[src/rtl/key_cond.sv]
// Key conditioner: 2-flop sync, per-key debounce, rise detect, per-player one-hot arbitration.
// Press-to-pulse latency DEBOUNCE_CYC+4 edges (+1 when a player-2 press is held); no backpressure.
module key_cond #(
  parameter int DEBOUNCE_CYC = 1000000,
  parameter int CNT_W        = 20,
  parameter bit ACTIVE_LOW   = 1'b1
) (
  input  logic       clock,
  input  logic       reset,
  input  logic [7:0] KEY_raw,
  output logic [7:0] KEY_p,
  output logic [7:0] key_db
);

  localparam logic [CNT_W-1:0] CNT_LAST = CNT_W'(DEBOUNCE_CYC - 1);

  logic [7:0]       k;
  logic [7:0]       sync1;
  logic [7:0]       sync2;
  logic [7:0]       db_q;
  logic [7:0]       rise;
  logic [CNT_W-1:0] cnt [8];
  logic [3:0]       pend;
  logic             pend_v;
  logic [3:0]       sel1;
  logic [3:0]       sel2;
  logic [3:0]       cand2;

  // Isolate the lowest set bit: v & -v.
  function automatic logic [3:0] lowest(input logic [3:0] v);
    return v & (~v + 4'd1);
  endfunction

  assign k = ACTIVE_LOW ? ~KEY_raw : KEY_raw;

  always_ff @(posedge clock) begin
    if (reset) begin
      sync1 <= '0;
      sync2 <= '0;
    end else begin
      sync1 <= k;
      sync2 <= sync1;
    end
  end

  always_ff @(posedge clock) begin
    if (reset) begin
      key_db <= '0;
      for (int i = 0; i < 8; i++) cnt[i] <= '0;
    end else begin
      for (int i = 0; i < 8; i++) begin
        if (sync2[i] == key_db[i]) begin
          cnt[i] <= '0;
        end else if (cnt[i] == CNT_LAST) begin
          cnt[i]    <= '0;
          key_db[i] <= sync2[i];
        end else begin
          cnt[i] <= cnt[i] + CNT_W'(1);
        end
      end
    end
  end

  // Rise is registered one edge after key_db goes high, giving the fixed +4 latency.
  always_ff @(posedge clock) begin
    if (reset) begin
      db_q <= '0;
      rise <= '0;
    end else begin
      db_q <= key_db;
      rise <= key_db & ~db_q;
    end
  end

  assign sel1  = lowest(rise[7:4]);
  assign sel2  = lowest(rise[3:0]);
  assign cand2 = pend_v ? pend : sel2;

  // Player 1 wins the output slot; a competing player-2 event waits one cycle in pend.
  always_ff @(posedge clock) begin
    if (reset) begin
      KEY_p  <= '0;
      pend   <= '0;
      pend_v <= 1'b0;
    end else if (sel1 != 4'd0) begin
      KEY_p <= {sel1, 4'd0};
      if (cand2 != 4'd0) begin
        pend   <= cand2;
        pend_v <= 1'b1;
      end
    end else begin
      KEY_p <= {4'd0, cand2};
      if (pend_v && (sel2 != 4'd0)) begin
        pend <= sel2;
      end else begin
        pend_v <= 1'b0;
      end
    end
  end

endmodule
[config.mk]
export PLATFORM = sky130hd
export DESIGN_NAME = key_cond
export DESIGN_NICKNAME = d
export VERILOG_FILES = /design/src/rtl/key_cond.sv
export SDC_FILE = /design/constraint.sdc
export NUM_CORES = 1
export LEC_CHECK = 0
export ABC_CLOCK_PERIOD_IN_PS = 2580
export CAP_MARGIN = 25
export CORE_AREA = 2 2 165 167
export CTS_CLUSTER_DIAMETER = 30
export CTS_CLUSTER_SIZE = 40
export DETAILED_ROUTE_END_ITERATION = 10
export DIE_AREA = 0 0 167 169
export PLACE_DENSITY = 0.65
export SYNTH_ARGS = -nofsm -noshare
export SYNTH_HDL_FRONTEND = slang
export SYNTH_SLANG_ARGS = --single-unit
[constraint.sdc]
create_clock -name clock -period 2.58 [get_ports clock]
set_input_delay 0.516 -clock clock [delete_from_list [all_inputs] [get_ports clock]]
set_output_delay 0.516 -clock clock [all_outputs]
set_load 0.03 [all_outputs]
**After elaboration in Yosys (flattened, before gate mapping)**

Memories as Yosys holds them, arrays and structs flattened.
Index checks and enable logic that the tools add are counted.

- $add $sub $neg: 10
- Equal/unequal tests: 18
- Multiplexer cells: 121
- Bitwise logic cells: 40
- Reductions and logical operators: 17

Operators with widths:

| kind | number |
|---|---|
| $mux W20 | 24 |
| $add A20 B1 Y20 const B | 8 |
| $eq A20 B20 Y1 const B | 8 |
| $mux W1 | 93 |
| $or A1 B1 Y1 | 24 |
| $reduce_and A2 Y1 | 10 |
| $mux W4 | 4 |
| $not A8 Y8 | 2 |
| $reduce_bool A4 Y1 | 3 |
| $not A1 Y1 | 9 |
| $add A4 B1 Y4 const B | 2 |
| $and A4 B4 Y4 | 2 |
| $and A8 B8 Y8 | 1 |
| $eq A1 B1 Y1 | 8 |
| $not A4 Y4 | 2 |
| $reduce_or A2 Y1 | 2 |
| $ne A2 B1 Y1 const B | 1 |
| $ne A2 B2 Y1 const B | 1 |
| $reduce_bool A2 Y1 | 1 |
| $logic_and A1 B1 Y1 | 1 |

- Register bits after elaboration: 53
- Memory bits (writable): 160
- Logic and storage cells: 223
- Memories: 1

Memory list:

| name | depth | width | read ports | clocked after memory_dff | write ports | RTL line | RTL |
|---|---|---|---|---|---|---|---|
| cnt | 8 | 20 | 8 | 0 | 8 | 22 | `logic [CNT_W-1:0] cnt [8];` |

**Longest topological paths before layout**

- Word-level depth: 7
- Mapped depth: 7

**Worst setup path after synthesis**

Ideal clock, no wire load.

- Path kind: register to register
- From: mem cnt[2][11], in the netlist cnt[0][51]
- To: mem cnt[2][10], in the netlist cnt[0][50], data pin
- Arrival time: 1.893 ns
- Required time: 2.326 ns
- Setup slack: 0.433 ns
- Cell stages (with the launch flop): 6
- Buffers on the path: 1
- Clock period less this slack: 2.147 ns
- Cell sequence: edfxtp_1 > or4_1 > or4_4 > o21ai_4 > buf_6 > nor2_1

RTL lines:

| element | RTL line |
|---|---|
| start: declaration | 22 |

==> results.md <==
* F_max at approximately 430 MHz
* Final nets at roughly 1.2k
* Inserted Diodes at 0
* TritonCTS Buffers at 51
* HP Class: input port to flip-flop
* Final Max Tran Viols at 0
* Critical path class: flip-flop to flip-flop
* Routed via count at 7,811
* Worst-Skew Late Latency at 0.56 ns
* Hold buffers post-CTS at 0
* Initial Utilization at 39.5%
* Largest net degree at the start of global routing at 21
* Remaining antenna violation count after routing at 0
* Cells after Synth at 998
* Antenna violations before repair at 0
* Final worst setup slack at 0.271 ns
* Period utilisation layout at slightly below 90%
* Fillers at about 2.4k
* Area leader, netlist: edfxtp_1
* Worst setup EP type: flip-flop
* Max Cap Viol at 0
* Fin. Hold Viols at 0
* Mapped cell area at 0.0105 mm²
* Post-synth cell types at 45
* Min-Delay Path Depth at 2
* Final Setup Violations at 0
* Mean Syn Cell Area at roughly 10 µm²
* Port bufs at 25
* Vias in the first global route at 7,521
* Crit path launch type: flip-flop
* Outcome: completed
* Overall Global Routing Usage at 14.1%
* Post-synth top area share at 45.9%
* Routability Congestion at 0.813
* Synth Flop Type: edfxtp_1
* Slew headroom at 55.4%
* Core ar. at 0.0265 mm²
* Worst-path clk slew at 0.04 ns
* Full die area at 0.0282 mm²
* Share of cells above drive strength 1 at 9.11%
* Drt initial violations at 455
* Detailed Route WL at 19,600 µm
* First-pass GRT wire length at around 34,000 µm
* Buffer depth of the longest clock path at 3
* Top-count cell post-synth: edfxtp_1
* Die Span X at 167 µm
* RSZ-0062 raised after global routing: no
* Maximum fanout along the worst path at 19
* Post-synth ARST share at 0%
* Pwr dens at between 700 and 800 mW/mm²
* Post-synthesis sequential area ratio at a little under three fifths
* Pre-Repair DR Iteration Count at 5
* Root buffer cell: clkbuf_16
* R2R cell count at 4
* Yosys warning count at 0
* IO Count at 26
* Vias per cell at 4.87
* Slew of the pin with the lowest slew margin at 0.663 ns
* Post-synth EDFFs at 160
* #FFs+latches synth at 213
* Max Clock Skew at 0.0320 ns
* Num rows at 60
* Drt drc at 0
* HPWL after detailed placement at 13,400 µm
* Setup Slack @ Placement at 0.239 ns
* Lkg Pwr at 4.75 nW
* Worst vdd ir at ~0.73 mV
* Synth top area cells: edfxtp_1 (46%), dfxtp_1 (10%), xor2_1 (5.1%), nor2_1 (4.8%), xnor2_1 (3.5%)
* Final core utilization at 50.8%
* Clk sink count at between 200 and 250
* WP data required at around 2.8 ns
* Minimum clock period at 2.31 ns
* H-tree levels at 2
* Commonest cells in the netlist: edfxtp_1 (160), nor2_1 (133), nand3_1 (69)
* Area grow syn2layout at 28.7%
* Die span in y at 169 µm
* Setup Fix Bufs, Post-CTS at 0
* Setup TNS at 0 ns
* CTS tree: built
* Total power at between 10 and 15 mW
* WL/cell at 12.2 µm
* Gr ovfl total at 0
* Post-CTS sizing at 0
* Crit path DAT at 2.57 ns
[layer usage]
metal | GRT usage, % | vias up | part of all wire, %
met5 | 0 | - | 0
met4 | 5.13 | 0 | 1.8
met3 | 3.18 | 35 | 4.5
met2 | 23.1 | 125 | 47
met1 | 18.5 | 3653 | 47
li1 | - | 3998 | -
[cell usage in the layout, fill, tap and decap left out, types with 42 or more instances in the layout]
cell type | Yosys | layout
o21ai_0 | 47 | 43
edfxtp_1 | 160 | 160
conb_1 | 1 | 160
a21oi_1 | 66 | 66
xnor2_1 | 42 | 42
xor2_1 | 61 | 61
clkbuf_16 | 0 | 51
nand2_1 | 42 | 42
nor2_1 | 133 | 133
nand3_1 | 69 | 69
dfxtp_1 | 53 | 53
[state kept, by name, indices dropped and copies added, names as in the netlist]
name    flops
cnt       160
KEY_p       8
db_q        8
key_db      8
rise        8
sync1       8
sync2       8
pend        4
pend_v      1
[logic make-up after synthesis]
group	count (synthesis)	share of synthesized area, %
other	1	0.0358
DFF	213	56.0
xor gates and xnor gates	103	8.62
buffers and inverters	63	2.49
adders and majority gates	8	0.956
and+or+nand+nor	471	24.5
muxes	1	0.0956
AOI/OAI and AO/OA	138	7.23
[path summary, 6_finish.rpt]
path                    from         end  slack (ns)
setup reg to reg  cnt[0][51]  cnt[0][51]        0.27
setup / recovery  cnt[0][51]  cnt[0][51]        0.27
hold / removal         reset    sync2[6]        0.37
hold reg to reg      db_q[2]     rise[2]        0.37
[report_power, final]
part / leakage [nW] / switching (mW) / internal, mW
Clock: 0.855 / 2.03 / 4.24
Combinational: 1.82 / 0.157 / 0.108
Sequential: 2.08 / 0.123 / 3.82
[worst max-delay path: stages, from the launching register on]
cell	delay (ns)
edfxtp_1	0.44
or4_1	0.56
or4_4	0.52
o21ai_4	0.42
nor2_1	0.10
[final cells by class]
| cell class | instances | area (µm²) | share of cell area (%) |
|---|---|---|---|
| Sequential cell | 213 | 5870 | 43.5 |
| Timing Repair Buffer | 42 | 385 | 2.86 |
| Clock inverter | 30 | 309 | 2.29 |
| Tap cell | 341 | 427 | 3.17 |
| Inverter | 31 | 116 | 0.864 |
| Clock buffer | 66 | 1430 | 10.6 |
| Multi-Input combinational cell | 881 | 4940 | 36.7 |
[stage by stage]
stage / hold WS [ns] / instances / instance area (µm²)
after floorplan: 0.367 / 1157 / 11100
after global placement: 0.371 / 1508 / 11700
after detailed placement: 0.372 / 1508 / 11700
after CTS: 0.353 / 1604 / 13500
after global routing: 0.367 / 1604 / 13500
final: 0.371 / 1604 / 13500
Power figures use the tool's default switching activity.
==> variant (config.mk and constraints unchanged) <==
Register the input `KEY_raw` before use, without a reset. The logic sees it one clock later.
--- a/src/rtl/key_cond.sv
+++ b/src/rtl/key_cond.sv
@@ -14,4 +14,10 @@
 
   localparam logic [CNT_W-1:0] CNT_LAST = CNT_W'(DEBOUNCE_CYC - 1);
+
+  logic [7:0] KEY_raw_q;
+
+  always_ff @(posedge clock) begin
+    KEY_raw_q <= KEY_raw;
+  end
 
   logic [7:0]       k;
@@ -32,5 +38,5 @@
   endfunction
 
-  assign k = ACTIVE_LOW ? ~KEY_raw : KEY_raw;
+  assign k = ACTIVE_LOW ? ~KEY_raw_q : KEY_raw_q;
 
   always_ff @(posedge clock) begin
Check against the original RTL: same outputs for any inputs over 4 cycles, from zero or initial values and one cycle with reset high; that may be too few to reach the edited logic, so the function may still have changed.
==> variant against the original RTL <==
Sequential cell count up 8. Fmax grew 1.7%. Clock skew down 0.015 ns. Routed wire length increased by 2.4%. Largest cell class unchanged. Sequential share of layout area down 0.20 points. Global-route usage rose by 0.30 points. Hold slack better by 0.0057 ns. Area after synthesis rose by 2.4%. Worst setup slack gained 0.038 ns. Highest routed layer unchanged. Total power up 7.3%. Final area rose by 3.2%.
==> variant: results (changes against the original RTL) <==
stage,metric,value,unit,change
outcome,status,"complete, no violations",,
routing,drt-initial-drc-count,483,,+6.2%
cells_and_area,final_nets,1259,,+1.7%
place,portBuffers,25,,unchanged
cells_and_area,drive_gt1_frac,0.09720,,+0.006148
critical_path,r2r_setup_slack,0.31,ns,+0.04 ns
synthesis,yosysSeqAreaShare,0.5619,,+0.001598
cts,cts_inserted_buffers,54,,+5.9%
global_routing,grt_usage,0.1445,,+0.003023
routing,wl_met1,9560,µm,+4.4%
synthesis,synth_area_leaders,"edfxtp_1 (45%), dfxtp_1 (11%), nor2_1 (4.6%)",,
synthesis,synth_cell_types,49,,+8.9%
critical_path,critPathMaxStageDelay,0.58,ns,+0.02 ns
routing,firstDrtPassIters,6,,+1
place,gp_congestion,0.8002,,-1.5%
routing,routed_via_density,4.886,,+0.34%
pwr,leakage,4.898,nW,+3.0%
synthesis,synth_common_cells,"edfxtp_1 (160), nor2_1 (130), nand3_1 (70)",,
critical_path,slowest_stage,or4_1,,
cells_and_area,fillers,2359,,-1.4%
synthesis,syn_avg_cell_area,10.51,µm²,+0.23%
critical_path,critPathArrivalTime,2.55,ns,-0.02 ns
place,placed_area,11980,µm²,+2.1%
routing,wl_met2,9129,µm,-0.72%
pwr,ir_drop,730.0,µV,+0.36%
cts,clkLatencyLatePin,0.54,ns,-0.02 ns
routing,vias,7950,,+1.8%
pwr,swShare,0.2056,,-0.01493
routing,wl_met3,852,µm,-2.4%
hold_path,hold_class,flop to flop,,
sta,tightest_slew,0.7068,ns,+0.04374 ns
global_routing,grt_pass1_wl,34760,µm,+2.3%
critical_path,cp_max_fo,11,,-8
global_routing,first_global_vias,7814,,+3.9%
sta,hold_ws,0.3764,ns,+0.005734 ns
sta,skew,0.01745,ns,-0.01455 ns
place,place_inst,1526,,+1.2%
cells_and_area,regMostFlops,cnt,,
routing,wl_per_cell,12.32,µm,+0.91%
place,hpwlAfterDp,13380,µm,about the same
[variant: worst paths after layout]
path              depth (start not counted)                      from                        to
setup / recovery                          5  cnt[1][31]$_SDFFCE_PN0P_  cnt[1][24]$_SDFFCE_PN0P_
hold / removal                            1      KEY_raw_q[7]$_DFF_P_       sync1[7]$_SDFF_PP0_
setup reg to reg                          5  cnt[1][31]$_SDFFCE_PN0P_  cnt[1][24]$_SDFFCE_PN0P_
hold reg to reg                           1      KEY_raw_q[7]$_DFF_P_       sync1[7]$_SDFF_PP0_
[variant: area by class of cell]
cell class	count	area, µm²	area share
clock buffer	79	1674	0.1204
clock inverter	22	256.5	0.01844
inverter	32	120.1	0.008636
multi-input combinational	889	5025	0.3613
sequential	221	6026	0.4333
tap	341	426.7	0.03068
timing repair buffer	43	380.4	0.02735
[variant: kinds of logic (layout without fill, tap and decap cells)]
group,Yosys count,after routing,synth area share
flip-flops,221,221,0.5619
AND/OR/NAND/NOR,477,477,0.2444
AO/OA/AOI/OAI,141,141,0.07444
other,1,160,0.0003497
XOR/XNOR,101,101,0.08249
buffers and inverters,69,176,0.02520
multiplexers,1,1,0.0009334
adder cells (fa/ha/maj),9,9,0.01027
[variant: worst register-to-register path, cell delays in order, from the launching register on]
cell and delay, ns:
edfxtp_1 0.40, or4b_1 0.52, or4_1 0.58, o21ai_1 0.22, buf_4 0.22, nor2_1 0.07
[variant: metrics by stage]
step,total power [mW],util,setup WS [ns]
CTS,11.39,0.5248,0.2869
finish,11.24,0.5248,0.3087
global route,11.64,0.5248,0.1854
detailed placement,4.393,0.4520,0.3211
global placement,4.385,0.4520,0.3883
floorplan,4.301,-,0.4211
[variant: power by group through the flow]
stage / combinational, mW / sequential, mW / clock [mW]
floorplan: 0.206 / 4.09 / 0
global placement: 0.258 / 4.13 / 0
detailed placement: 0.259 / 4.13 / 0
CTS: 0.262 / 4.07 / 7.05
global route: 0.312 / 4.09 / 7.24
finish: 0.267 / 4.07 / 6.90
[variant: per-layer routing]
layer  GRT usage  vias to the layer above
li1            -                     4077
met1      0.1846                     3698
met2      0.2364                      133
met3     0.03460                       42
met4     0.05960                        0
met5           0                        -
